**src/rtl/rr_mux4_arbiter_pkg.sv**
```systemverilog
// Shared types and helpers for the four-way round-robin output-channel arbiter.
// Imported by the arbiter top and by the rotating priority picker.
package rr_mux4_arbiter_pkg;

  localparam int NREQ = 4;

  typedef enum logic {
    ST_IDLE  = 1'b0,
    ST_GRANT = 1'b1
  } state_t;

  function automatic logic [NREQ-1:0] onehot4(input logic [1:0] idx);
    return 4'b0001 << idx;
  endfunction

endpackage : rr_mux4_arbiter_pkg

```
**src/rtl/rr_mux4_arbiter_pick4.sv**
```systemverilog
// Rotating priority search: first set req bit starting just after 'last',
// wrapping round so that 'last' itself has the lowest priority.
module rr_pick4
  import rr_mux4_arbiter_pkg::*;
(
  input  logic [NREQ-1:0] req,
  input  logic [1:0]      last,
  output logic            any,
  output logic [1:0]      idx
);

  logic [1:0] cand;

  // Walk from lowest to highest priority so the last hit seen is the winner.
  always_comb begin
    // NOTE: every output of a combinational block gets a default first, so no
    // path through the block can leave it unassigned and infer a latch.
    any  = 1'b0;
    idx  = 2'd0;
    cand = 2'd0;
    for (int k = NREQ; k >= 1; k--) begin
      cand = last + 2'(k);
      if (req[cand]) begin
        any = 1'b1;
        idx = cand;
      end
    end
  end

endmodule : rr_pick4

```
**src/rtl/rr_mux4_arbiter.sv**
```systemverilog
// Round-robin arbiter sharing one 4:1 output channel between four requesters,
// granting one burst at a time with a beat limit and a valid/ready handshake.
module rr_mux4_arbiter
  import rr_mux4_arbiter_pkg::*;
#(
  parameter int WIDTH     = 8,
  parameter int MAX_BEATS = 4
) (
  input  logic             clk,
  input  logic             rst,
  input  logic [3:0]       req,
  input  logic [WIDTH-1:0] d0,
  input  logic [WIDTH-1:0] d1,
  input  logic [WIDTH-1:0] d2,
  input  logic [WIDTH-1:0] d3,
  output logic [3:0]       in_ready,
  output logic             out_valid,
  input  logic             out_ready,
  output logic [WIDTH-1:0] out_data,
  output logic [1:0]       sel,
  output logic [3:0]       grant,
  output logic             busy
);

  localparam int                CNT_W     = $clog2(MAX_BEATS + 1);
  localparam logic [CNT_W-1:0]  LAST_BEAT = CNT_W'(MAX_BEATS - 1);

  state_t            state_q, state_d;
  logic [3:0]        grant_q, grant_d;
  logic [1:0]        sel_q,   sel_d;
  logic [1:0]        last_q,  last_d;
  logic [CNT_W-1:0]  count_q, count_d;

  logic              pick_any;
  logic [1:0]        pick_idx;
  logic              xfer;

  rr_pick4 u_pick (
    .req  (req),
    .last (last_q),
    .any  (pick_any),
    .idx  (pick_idx)
  );

  assign busy      = (state_q == ST_GRANT);
  assign out_valid = busy & req[sel_q];
  assign xfer      = out_valid & out_ready;
  assign in_ready  = grant_q & {4{out_ready}};
  assign grant     = grant_q;
  assign sel       = sel_q;

  always_comb begin
    unique case (sel_q)
      2'd0:    out_data = d0;
      2'd1:    out_data = d1;
      2'd2:    out_data = d2;
      default: out_data = d3;
    endcase
  end

  // Next-state logic. A new request arriving on a release edge is not looked at
  // until the following IDLE cycle, which guarantees the one-cycle gap.
  always_comb begin
    state_d = state_q;
    grant_d = grant_q;
    sel_d   = sel_q;
    last_d  = last_q;
    count_d = count_q;
    unique case (state_q)
      ST_IDLE: begin
        if (pick_any) begin
          state_d = ST_GRANT;
          grant_d = onehot4(pick_idx);
          sel_d   = pick_idx;
          count_d = '0;
        end
      end
      ST_GRANT: begin
        if (!req[sel_q] || (xfer && count_q == LAST_BEAT)) begin
          state_d = ST_IDLE;
          grant_d = 4'b0000;
          last_d  = sel_q;
        end else if (xfer) begin
          count_d = count_q + 1'b1;
        end
      end
      default: state_d = ST_IDLE;
    endcase
  end

  always_ff @(posedge clk) begin
    // NOTE: registers use non-blocking assignments so every flop samples the
    // pre-edge values; the reset is synchronous, so it lives inside the clocked branch.
    if (rst) begin
      state_q <= ST_IDLE;
      grant_q <= 4'b0000;
      sel_q   <= 2'd0;
      last_q  <= 2'd3;
      count_q <= '0;
    end else begin
      state_q <= state_d;
      grant_q <= grant_d;
      sel_q   <= sel_d;
      last_q  <= last_d;
      count_q <= count_d;
    end
  end

endmodule : rr_mux4_arbiter

```
**config.mk**
```make
export PLATFORM = sky130hd
export DESIGN_NAME = rr_mux4_arbiter
export DESIGN_NICKNAME = d
export VERILOG_FILES = /design/src/rtl/rr_mux4_arbiter_pkg.sv /design/src/rtl/rr_mux4_arbiter_pick4.sv /design/src/rtl/rr_mux4_arbiter.sv
export SDC_FILE = /design/constraint.sdc
export NUM_CORES = 1
export LEC_CHECK = 0
export BUFFER_PORTS_ARGS = -buffer_cell sky130_fd_sc_hd__buf_2
export CAP_MARGIN = 20
export CORE_ASPECT_RATIO = 0.9
export CORE_UTILIZATION = 39
export CTS_BUF_LIST = sky130_fd_sc_hd__clkbuf_8
export CTS_CLUSTER_SIZE = 10
export DETAILED_ROUTE_END_ITERATION = 10
export GPL_TIMING_DRIVEN = 1
export PLACE_DENSITY = 0.77
export SLEW_MARGIN = 5
export SYNTH_ARGS = -nofsm -noshare
export SYNTH_HDL_FRONTEND = slang
export SYNTH_SLANG_ARGS = --single-unit
```
**constraint.sdc**
```tcl
create_clock -name clk -period 1.8 [get_ports clk]
set_input_delay 0.36 -clock clk [delete_from_list [all_inputs] [get_ports clk]]
set_output_delay 0.36 -clock clk [all_outputs]
set_load 0.01 [all_outputs]
```
==> Yosys cells after proc, flatten, opt, wreduce, memory -nomap -nowiden <==
Index checks and enable logic that the tools add are counted.
{ "op_classes": {"mux": 29, "reduce_logical": 8, "n_addsub": 4, "shift": 1, "order_cmp": 5, "n_eq_ne": 7, "bitwise": 4} }
{ "op_table": {"columns": ["op", "count"], "rows": [
  ["$pmux W8 S3", 1],
  ["$lt A2 B3 Y1 const B", 5],
  ["$mux W1", 11],
  ["$bmux W1 S2", 5],
  ["$mux W3", 3],
  ["$mux W2", 4],
  ["$mux W4", 2],
  ["$pmux W4 S2", 1],
  ["$pmux W3 S2", 1],
  ["$reduce_and A2 Y1", 3],
  ["$add A2 B2 Y2 const B", 2],
  ["$and A4 B4 Y4", 1],
  ["$ne A2 B1 Y1 const B", 2],
  ["$ne A2 B2 Y1 const B", 2],
  ["$shl A1 B2 Y4 const A", 1],
  ["$add A3 B1 Y3 const B", 1],
  ["$eq A3 B2 Y1 const B", 1],
  ["$reduce_and A3 Y1", 1],
  ["$add A2 B1 Y2 const B", 1],
  ["$and A1 B1 Y1", 2],
  ["$eq A2 B1 Y1 const B", 1],
  ["$eq A2 B2 Y1 const B", 1],
  ["$logic_not A2 Y1", 1],
  ["$pmux W1 S2", 1],
  ["4 further kinds", 4]
]} }
{ "word_totals": {"ff_bits": 12, "out_inout_bits": 20, "wordCells": 63} }

==> Depth between registers and ports, before layout <==
Gate-level depths: netlist of the first run.
{ "depth": {"word_depth": 9, "ltp_mapped": 6} }

==> Modules after synthesis <==
A second synthesis of the first run with hierarchy kept.
{ "unflattened": {"hier_cells": 95, "hier_area_um2": 904.6} }
{ "modules_own_cells": {"columns": ["mod", "instances", "cells_per_inst", "area_each_um2"], "rows": [
  ["rr_mux4_arbiter", 1, 81, 813.3],
  ["rr_pick4", 1, 14, 91.3]
]} }

==> Worst setup path after synthesis of the first run <==
No wires, ideal clock.
{ "synth_timing": {"path_kind": "register to register", "from": "register count_q[0]", "to": "register grant_q[1] (netlist: grant[1])", "period_less_slack_ps": 1732, "required_time_ps": 1699, "path_buffers": 0, "arrival_time_ps": 1631, "stages_incl_launch_ff": 7, "path_slack_ps": 68, "path_cell_list": "dfxtp_1 ha_1 ha_1 a21boi_0 a221oi_4 or4b_1 o41ai_1"} }
{ "synth_between": {"elab_chain_len": 5} }
{ "synth_rtl": {"columns": ["item", "line", "source"], "rows": [
  ["from (decl)", "rr_mux4_arbiter.sv:32", "logic [CNT_W-1:0] count_q, count_d;"],
  ["from (signal assigned)", "rr_mux4_arbiter.sv:105", "count_q <= count_d;"],
  ["$eq A3 B2 Y1", "rr_mux4_arbiter.sv:79", "if (!req[sel_q] || (xfer && count_q == LAST_BEAT)) begin"],
  ["$logic_and A1 B1 Y1", "rr_mux4_arbiter.sv:79", null],
  ["$logic_or A1 B1 Y1", "rr_mux4_arbiter.sv:79", null],
  ["$ne A2 B1 Y1 (no source line)", null, null],
  ["$reduce_and A2 Y1 (no source line)", null, null],
  ["to (signal assigned)", "rr_mux4_arbiter.sv:102", "grant_q <= grant_d;"],
  ["to (decl)", "rr_mux4_arbiter.sv:29", "logic [3:0] grant_q, grant_d;"]
]} }
Every way passes these cells.
A chain may end at the register's enable or synchronous reset.

==> Worst setup path in the final report of the first run <==
{ "layout_timing": {"from": "register sel_q[0] (netlist: sel[0])", "to": "output out_valid"} }
{ "layout_between": {"elab_chain_len": 3} }
{ "layout_rtl": {"columns": ["item", "line", "source"], "rows": [
  ["from (decl)", "rr_mux4_arbiter.sv:30", "logic [1:0] sel_q, sel_d;"],
  ["from (signal assigned)", "rr_mux4_arbiter.sv:103", "sel_q <= sel_d;"],
  ["$bmux W1 S2", "rr_mux4_arbiter.sv:46", "assign out_valid = busy & req[sel_q];"],
  ["$mux W1 (implied by the code)", "rr_mux4_arbiter.sv:46", null],
  ["$and A1 B1 Y1", "rr_mux4_arbiter.sv:46", null],
  ["to (decl)", "rr_mux4_arbiter.sv:17", "output logic out_valid,"]
]} }
Every way passes these cells. The select of a mux whose other input is x is not followed.

==> results.toml, run 1 <==
[global_route]
grt_use_met2_pct = 41.4
first_global_vias = 1005
grt_max_degree = 16
met1_usage_pct = 24.0
grt_overflow = 0
grt_util_all_layers_pct = 22.7
use_met3_pct = 4.40
antenna_found_initial = 0
grt_pass1_wl_um = 4400
busiest_layer = "met2"

[run_status]
status = "finished with violations"
violations = "setup timing"

[timing]
fin_crit_sh_pct = 100
setup_viol_count_final = 1
setup_ws_ps = -7.75
relSlewSlack_pct = 75.4
slew_viol_final = 0
hold_viol = 0
skew_ps = 8.88
maxClockFrequency_mhz = 553
rsz0062_at_grt = "yes"
tightest_slew_ps = 364
layout_min_cycle_time_ps = 1810

[clock_tree]
cts_tree = "built"
clock_latency_ps = 240
clk_pin_slew_ps = 60
clk_path_buf_depth = 2
h-tree-depth = 1
hold_buffers = 0
clock-root-buffer = "clkbuf_8"
cts_buffers = 3
clkSinkCount = 12

[cells_and_area]
syn_to_final_growth_pct = 49.1
drive_above_1_share_pct = 59.6
final_common_cell = "buf_2"
final_cell_mix = "buf_2, dfxtp_1, mux4_2"
antenna_cells = 0
fillCellCount = 180
design_area_um2 = 1400
final_cells = 183
fin_nets = 198

[worst_setup_path]
cp_data_required_time_ps = 1440
critical_path.cell_chain = "mux4_2, and2_4, buf_6"
cp_top_family = "multiplexers"
max_stage_delay_ps = 530
cp_slowest_cell = "mux4_2"
start_kind = "register"
path_class = "register to output pin"
setup.worst_path.start = "sel[0]"
reg2regPathDepth = 6
ff2ff_setup_slack_ps = 100
arrival_ps = 1450
crit_buf_inv = 1
timing.rr.start = "count_q[0]"
path_depth = 3
critPathCapture = "out_valid"
r2r-end = "grant[1]"
cp_max_fo = 3
worst_setup_path_end_kind = "output pin"

[route]
first_pass_iters = 4
drt_wl_total_um = 2970
drt-initial-drc-count = 14
drc = 0
ant_nets = 0
post_drt_wl_per_cell_um = 16.3
viasPerCell = 5.68
dr_total_vias = 1039

[logic_synthesis]
synth.lib_cells_used.distinct = 35
synth_area_per_cell_um2 = 10.4
ys_ff_latch = 12
syn-instance-count = 90
ys.flop_type = "dfxtp_1"
synth-async-reset-ratio_pct = 0
synth-seq-area-share_pct = 25.6
syn-cell-area_um2 = 938
synth.net_count = 131
yosysWarnings = 0
synth_area_leaders = "dfxtp_1, mux4_2, mux2_2, and2_1, a21oi_1"
synth_top_cell_by_area = "dfxtp_1"
synth_edf_count = 0
synth_top_area_share_pct = 25.6

[power_and_ir_drop]
irDropWorstVdd_v = 0.000529
swShare_pct = 30.4
clockPowerShare_pct = 30.0
power.total_mw = 0.977
power_leakage_nw = 0.622
power.switching_mw = 0.297
p_seq_share_pct = 32.4
combPwrFrac_pct = 37.6
powerDensity_nw_per_um2 = 698
p_int_mw = 0.680

[floorplanning]
pin_count = 59
die_area_um2 = 2610
die_x_um = 53.7
rows = 16
initial_core_util_pct = 42.2
die_h_um = 48.5
core_area_um2 = 2220

[placed_design]
place_ws_ps = -56.8
numPortBuffers = 58
dpl_cell_area_um2 = 1300
place_inst = 179
routabilityCongestion = 0.720
post-dp-hpwl_um = 2280

[flow_run]
maxCapViolCount = 0

[min_path]
min_path_type = "primary input to register"
worst_hold_path.num_cells = 2
[registers in the layout, summed over array words and instances (netlist names)]
signal	flops
busy	1
last_q	2
count_q	3
sel	2
grant	4
[cell usage after synthesis, types with 2 or more instances]
cell       n
a211oi_1   3
a21boi_0   2
a21oi_1    6
a22o_1     2
and2_1     5
dfxtp_1   12
ha_1       2
inv_1      3
mux2_2     4
mux4_2     8
nand2_1    3
nand2b_1   3
nand4b_1   2
nor2_1     6
nor3_1     3
o21ai_0    5
o41ai_1    2
or4b_1     2
[cells by family after synthesis]
| logic type | share of synthesized area (%) |
|---|---|
| fa+ha+maj | 2.67 |
| flops | 25.6 |
| mux | 27.9 |
| simple gates | 21.2 |
| compound gates | 19.1 |
| buf+inv | 3.60 |
[area by class of cell]
class | count | area, µm² | share of cell area, %
Multi-Input combinational cell | 71 | 673 | 48.1
Timing Repair Buffer | 66 | 382 | 27.3
Sequential cell | 12 | 244 | 17.4
Clock buffer | 4 | 55.1 | 3.94
Tap cell | 27 | 33.8 | 2.42
Inverter | 3 | 11.3 | 0.805
[layer usage]
layer | vias up | share of wire [%]
li1 | 490 | -
met1 | 477 | 38
met2 | 62 | 50
met3 | 10 | 10
met4 | 0 | 2.4
met5 | - | 0
[through the flow]
stage / hold WS [ps] / setup TNS, ps / util (%)
floorplan: 452 / 0 / -
global placement: 463 / 0 / 58.5
detailed placement: 481 / -107 / 58.5
CTS: 457 / -2.12 / 61.9
global route: 473 / -45.3 / 63.0
finish: 458 / -7.75 / 63.0
[how the worst min path moves through the flow]
stage | slack, ps | end | from
floorplan | 450 | count_q[1] | count_q[1]
global placement | 460 | count_q[1] | count_q[1]
detailed placement | 480 | grant[2] | grant[2]
CTS | 460 | sel[0] | rst
global route | 470 | sel[1] | rst
finish | 460 | count_q[0] | rst
[power by group through the flow]
stage	Clock, mW	Sequential, mW	Combinational [mW]
after CTS	0.298	0.316	0.353
after detailed placement	0	0.318	0.338
after floorplan	0	0.316	0.195
after global placement	0	0.317	0.329
after global routing	0.310	0.321	0.397
final	0.293	0.317	0.368
[repair_timing]
action | CTS | global route
hold endpoints to repair | 0 | 0
setup buffers | 0 | 0
setup endpoints to repair | 11 | 11
pin swaps | 0 | 1
gates resized for setup | 9 | 5
Note: power is estimated with default switching activity, not from simulation.
==> inputs of run 2 (changes only) <==
Settings changed: ABC_AREA from default to 1, CORE_UTILIZATION 39 to 41, PLACE_DENSITY 0.77 to 0.78.
==> run 2 against run 1 <==
The run now ends clean. Sequential power up 29%. Core utilization up 0.81 points. Clock skew down 7.2 ps. Combinational power rose to 3.0 times the previous value. Global-route usage about the same. Die area up 5.2%. Flip-flop and latch count unchanged. Cell area up 4.0%.
==> results.toml, run 2 <==
[clock_tree]
h-tree-depth = 1
cts_buffers = 3
clkSinkCount = 12
clock-root-buffer = "clkbuf_8"
cts_tree = "built"
clock_latency_ps = 240
hold_buffers = 0
clk_path_buf_depth = 2
post_cts_buffers = 0
clk_pin_slew_ps = 50

[worst_setup_path]
crit_buf_inv = 3
worst_setup_path_end_kind = "output pin"
cp_data_required_time_ps = 1440
arrival_ps = 1340
critical_path.cell_chain = "nand2_1, inv_4, nand2_1, nand4_4, inv_1, nor2_1, buf_2"
start_kind = "register"
max_stage_delay_ps = 380
crit_path_frequent_cell = "nand2_1"
cp_max_fo = 9
cp_top_family = "simple AND/OR/NAND/NOR gates"
path_class = "register to output pin"
cp_slowest_cell = "dfxtp_2"

[global_route]
antenna_found_initial = 0
grt_max_degree = 11
first_global_vias = 1106
grt_pass1_wl_um = 4610
grt_overflow = 0
grt_util_all_layers_pct = 22.7

[cells_and_area]
fillCellCount = 219
antenna_cells = 0
design_area_um2 = 1460
fin_nets = 279
final_common_cell = "nand2_1"
final_cells = 264
largest_reg_flops = 4
drive_above_1_share_pct = 39.7
final_util_pct = 63.8
multi_input_area_um2 = 708
syn_to_final_growth_pct = 40.0
final_cell_mix = "nand2_1, buf_2, inv_1"
seqCellArea_um2 = 245

[floorplanning]
die_h_um = 49.8
die_area_um2 = 2740
initial_core_util_pct = 45.6
rows = 16
core_area_um2 = 2280
pin_count = 59
die_x_um = 55.1

[logic_synthesis]
synth_edf_count = 0
synth-async-reset-ratio_pct = 0
syn-instance-count = 172
synth_top_cell_by_area = "nand2_1"
synth.net_count = 213
synth_most_common_cell = "nand2_1"
synth_common_cells = "nand2_1, inv_1, dfxtp_1, nand3_1, nand4_1"
synth_area_leaders = "nand2_1, dfxtp_1, inv_1, nand4_1, nand3_1"
ys.flop_type = "dfxtp_1"
synth_area_per_cell_um2 = 6.05
synth.lib_cells_used.distinct = 21
synth_top_area_share_pct = 27.8
ys_ff_latch = 12
yosysWarnings = 0
syn-cell-area_um2 = 1040
synth-seq-area-share_pct = 23.1

[placed_design]
place_inst = 260
dpl_cell_area_um2 = 1390
routabilityCongestion = 0.831
numPortBuffers = 58
place_ws_ps = 235
post-dp-hpwl_um = 2240

[timing]
hold_viol = 0
layout_min_cycle_time_ps = 1700
hold_slack_ps = 410
maxClockFrequency_mhz = 587
slew_viol_final = 0
fin_crit_sh_pct = 94.6
relSlewSlack_pct = 80.5
tns_ps = 0
setup_ws_ps = 96.5
skew_ps = 1.65
setup_viol_count_final = 0
tightest_slew_ps = 293
rsz0062_at_grt = "no"

[route]
first_pass_iters = 4
drc = 0
drt_wl_total_um = 2780
dr_total_vias = 1257
ant_nets = 0
post_drt_wl_per_cell_um = 10.5
drt-initial-drc-count = 44
viasPerCell = 4.76

[min_path]
min_path_type = "primary input to register"

[power_and_ir_drop]
powerDensity_nw_per_um2 = 1250
power.total_mw = 1.81
power_leakage_nw = 0.820
irDropWorstVdd_v = 0.00118

[flow_run]
maxCapViolCount = 0

[run_status]
status = "completed"
[run 2: cell types whose count changed after synthesis, moves of 5 or more]
cell     change
nand4_1     +10
nand3_1     +11
nand2_1     +74
inv_2        +5
mux4_2       -8
inv_1       +14
and2_1       -5
[run 2: path summary, 6_finish.rpt]
kind | startpoint | end | slack [ps] | cells after the start
min | rst | grant[0] | 410 | 2
max reg2reg | last_q[0] | count_q[1] | 310 | 9
min reg2reg | grant[2] | grant[2] | 500 | 2
max | sel[0] | out_valid | 100 | 7
[run 2: what timing repair did]
action                     CTS  global route
gates resized for setup      2             2
gates cloned                 0             0
setup endpoints to repair    1             1
[run 2: where the power goes]
part,total [mW],switching (mW),internal (mW)
logic,1.11,0.675,0.433
clock network,0.296,0.102,0.193
registers,0.410,0.0723,0.337
total,1.81,0.849,0.964
[run 2: worst register-to-register path: cells and delay by family (launching register included)]
family | cells | cell delay, ps
DFF | 1 | 400
AOI/OAI and AO/OA | 1 | 60
buffers and inverters | 1 | 120
and+or+nand+nor | 7 | 790
[run 2: final cells by class]
type / instances / area share (%)
sequential: 12 / 16.9
multi-input combinational: 136 / 48.7
tap: 27 / 2.32
clock buffer: 4 / 3.78
inverter: 22 / 5.85
timing repair buffer: 63 / 22.5
[run 2: layer usage]
metal	track usage, %	vias to the layer above	wire, µm
li1	-	684	-
met1	32.0	537	1390
met2	33.5	34	1240
met3	6.79	2	143
met4	5.00	0	7
met5	0	-	0
[run 2: cell families after synthesis]
logic type	Yosys count	share of synthesized area, %
and+or+nand+nor	120	56.8
buffers and inverters	24	8.78
AOI/OAI and AO/OA	14	8.90
DFF	12	23.1
adders and majority gates	2	2.41
==> inputs of run 3 (changes only) <==
Settings changed: BUFFER_PORTS_ARGS -buffer_cell sky130_fd_sc_hd__buf_2 to -buffer_cell sky130_fd_sc_hd__clkbuf_2, SYNTH_HIERARCHICAL from default to 1.
==> run 3 against run 2 <==
Die area is 1.0% lower. Global-route usage is 0.12 points lower. Core utilization is 0.98 points lower. Critical path type unchanged.
==> results.toml, run 3 <==
[run_status]
status = "completed"

[cells_and_area]
drive_above_1_share_pct = 37.2
antenna_cells = 0
fin_nets = 284
fillCellCount = 230
final_common_cell = "nand2_1"
largest_reg_flops = 4
design_area_um2 = 1420
syn_to_final_growth_pct = 38.1
final_cells = 269
final_cell_mix = "nand2_1, clkbuf_2, inv_1"

[worst_setup_path]
r2r-end = "grant[2]"
critical_path.cell_chain = "inv_2, nor2_1, buf_4, nand2_1, nand4_1, clkbuf_2"
path_class = "register to output pin"
cp_slowest_cell = "dfxtp_2"
cp_max_fo = 7
arrival_ps = 1330
max_stage_delay_ps = 410
cp_data_required_time_ps = 1440
worst_setup_path_end_kind = "output pin"
reg2regPathDepth = 11
start_kind = "register"
timing.rr.start = "last_q[0]"
ff2ff_setup_slack_ps = 180

[global_route]
grt_overflow = 0
antenna_found_initial = 0
grt_pass1_wl_um = 4650
first_global_vias = 1170
grt_util_all_layers_pct = 22.6
grt_max_degree = 12

[logic_synthesis]
ys.flop_type = "dfxtp_1"
syn-instance-count = 179
synth_area_per_cell_um2 = 5.75
synth_most_common_cell = "nand2_1"
synth-async-reset-ratio_pct = 0
synth_edf_count = 0
syn-cell-area_um2 = 1030
yosysWarnings = 6
synth_top_cell_by_area = "nand2_1"
ys_ff_latch = 12
synth.lib_cells_used.distinct = 23
synth_common_cells = "nand2_1, inv_1, nand3_1"
synth_area_leaders = "nand2_1, dfxtp_1, inv_1, nand3_1, nand2_2"
synth.net_count = 220
synth_top_area_share_pct = 27.0
synth-seq-area-share_pct = 23.4

[timing]
hold_viol = 0
tightest_slew_ps = 335
hold_slack_ps = 405
skew_ps = 2.23
setup_ws_ps = 108
fin_crit_sh_pct = 94.0
maxClockFrequency_mhz = 591
layout_min_cycle_time_ps = 1690
slew_viol_final = 0
setup_viol_count_final = 0
tns_ps = 0
rsz0062_at_grt = "no"
relSlewSlack_pct = 77.6

[power_and_ir_drop]
p_seq_share_pct = 24.9
power.switching_mw = 0.779
combPwrFrac_pct = 57.6
powerDensity_nw_per_um2 = 1200
power_leakage_nw = 0.846
irDropWorstVdd_v = 0.000865
clockPowerShare_pct = 17.5
swShare_pct = 45.9
p_int_mw = 0.920

[floorplanning]
die_x_um = 54.8
die_h_um = 49.5
die_area_um2 = 2710
initial_core_util_pct = 45.5
rows = 16
pin_count = 59
core_area_um2 = 2260

[route]
drt-initial-drc-count = 38
drt_wl_total_um = 2640
first_pass_iters = 4
dr_total_vias = 1295
ant_nets = 0
post_drt_wl_per_cell_um = 9.81
drc = 0
viasPerCell = 4.81

[placed_design]
place_ws_ps = 39.7
routabilityCongestion = 0.795
dpl_cell_area_um2 = 1360
numPortBuffers = 58
post-dp-hpwl_um = 2150
place_inst = 265

[clock_tree]
h-tree-depth = 1
hold_buffers = 0
cts_buffers = 3
clk_pin_slew_ps = 50
post_cts_buffers = 0
cts_tree = "built"
clkSinkCount = 12
clock-root-buffer = "clkbuf_8"
clock_latency_ps = 240
clk_path_buf_depth = 2

[flow_run]
maxCapViolCount = 0

[min_path]
whs_endpoint = "grant[2]"
min_from = "rst"
worst_hold_path.num_cells = 2
min_path_type = "primary input to register"
run 3: routing by layer:
metal / vias to the layer above / GRT usage, % / share of wire (%)
met1: 549 / 27.7 / 46
met5: - / 0 / 0
met2: 47 / 38.2 / 47
met4: 0 / 2.56 / 0.64
li1: 697 / - / -
met3: 2 / 7.41 / 6.2
run 3: critical path: cells and delay by family, from the launching register on:
family | cells | cell delay (ps)
DFF | 1 | 410
buffers and inverters | 3 | 390
and+or+nand+nor | 3 | 280
run 3: power by group through the flow:
stage / sequential (mW) / clock, mW / combinational, mW
finish: 0.424 / 0.297 / 0.978
global route: 0.439 / 0.315 / 1.11
CTS: 0.418 / 0.298 / 0.979
detailed placement: 0.420 / 0 / 0.970
global placement: 0.420 / 0 / 0.968
floorplan: 0.409 / 0 / 0.658
run 3: how the worst max path moves through the flow:
| stage | startpoint | to | slack [ps] | depth (start not counted) |
|---|---|---|---|---|
| finish | sel[0] | out_data[4] | 110 | 6 |
| global route | sel[0] | out_data[4] | 4 | 6 |
| CTS | sel[1] | out_data[4] | 70 | 6 |
| detailed placement | last_q[0] | sel[1] | 40 | 9 |
| global placement | last_q[0] | grant[2] | 100 | 11 |
| floorplan | last_q[0] | grant[0] | 310 | 13 |
run 3: cell type report:
| class | count | area, µm² | share of cell area (%) |
|---|---|---|---|
| Clock buffer | 4 | 55.1 | 3.88 |
| Inverter | 25 | 98.8 | 6.96 |
| Multi-Input combinational cell | 139 | 666 | 46.9 |
| Sequential cell | 12 | 246 | 17.4 |
| Tap cell | 27 | 33.8 | 2.38 |
| Timing Repair Buffer | 62 | 320 | 22.6 |
run 3: timing repair:
action / in CTS / in global routing
resized for setup: 2 / 3
endpoints found under the setup margin: 2 / 8
gates cloned: 0 / 0
run 3: cells by family after synthesis:
family | synth area share, %
fa+ha+maj | 2.43
compound gates | 9.73
simple gates | 52.3
flops | 23.4
buf+inv | 12.2
run 3: through the flow:
| stage | total power [mW] | utilization (%) |
|---|---|---|
| 2_1_floorplan | 1.07 | - |
| 3_3_place_gp | 1.39 | 60.0 |
| 3_5_place_dp | 1.39 | 60.0 |
| 4_1_cts | 1.69 | 62.5 |
| 5_1_grt | 1.86 | 62.8 |
| 6_report | 1.70 | 62.8 |
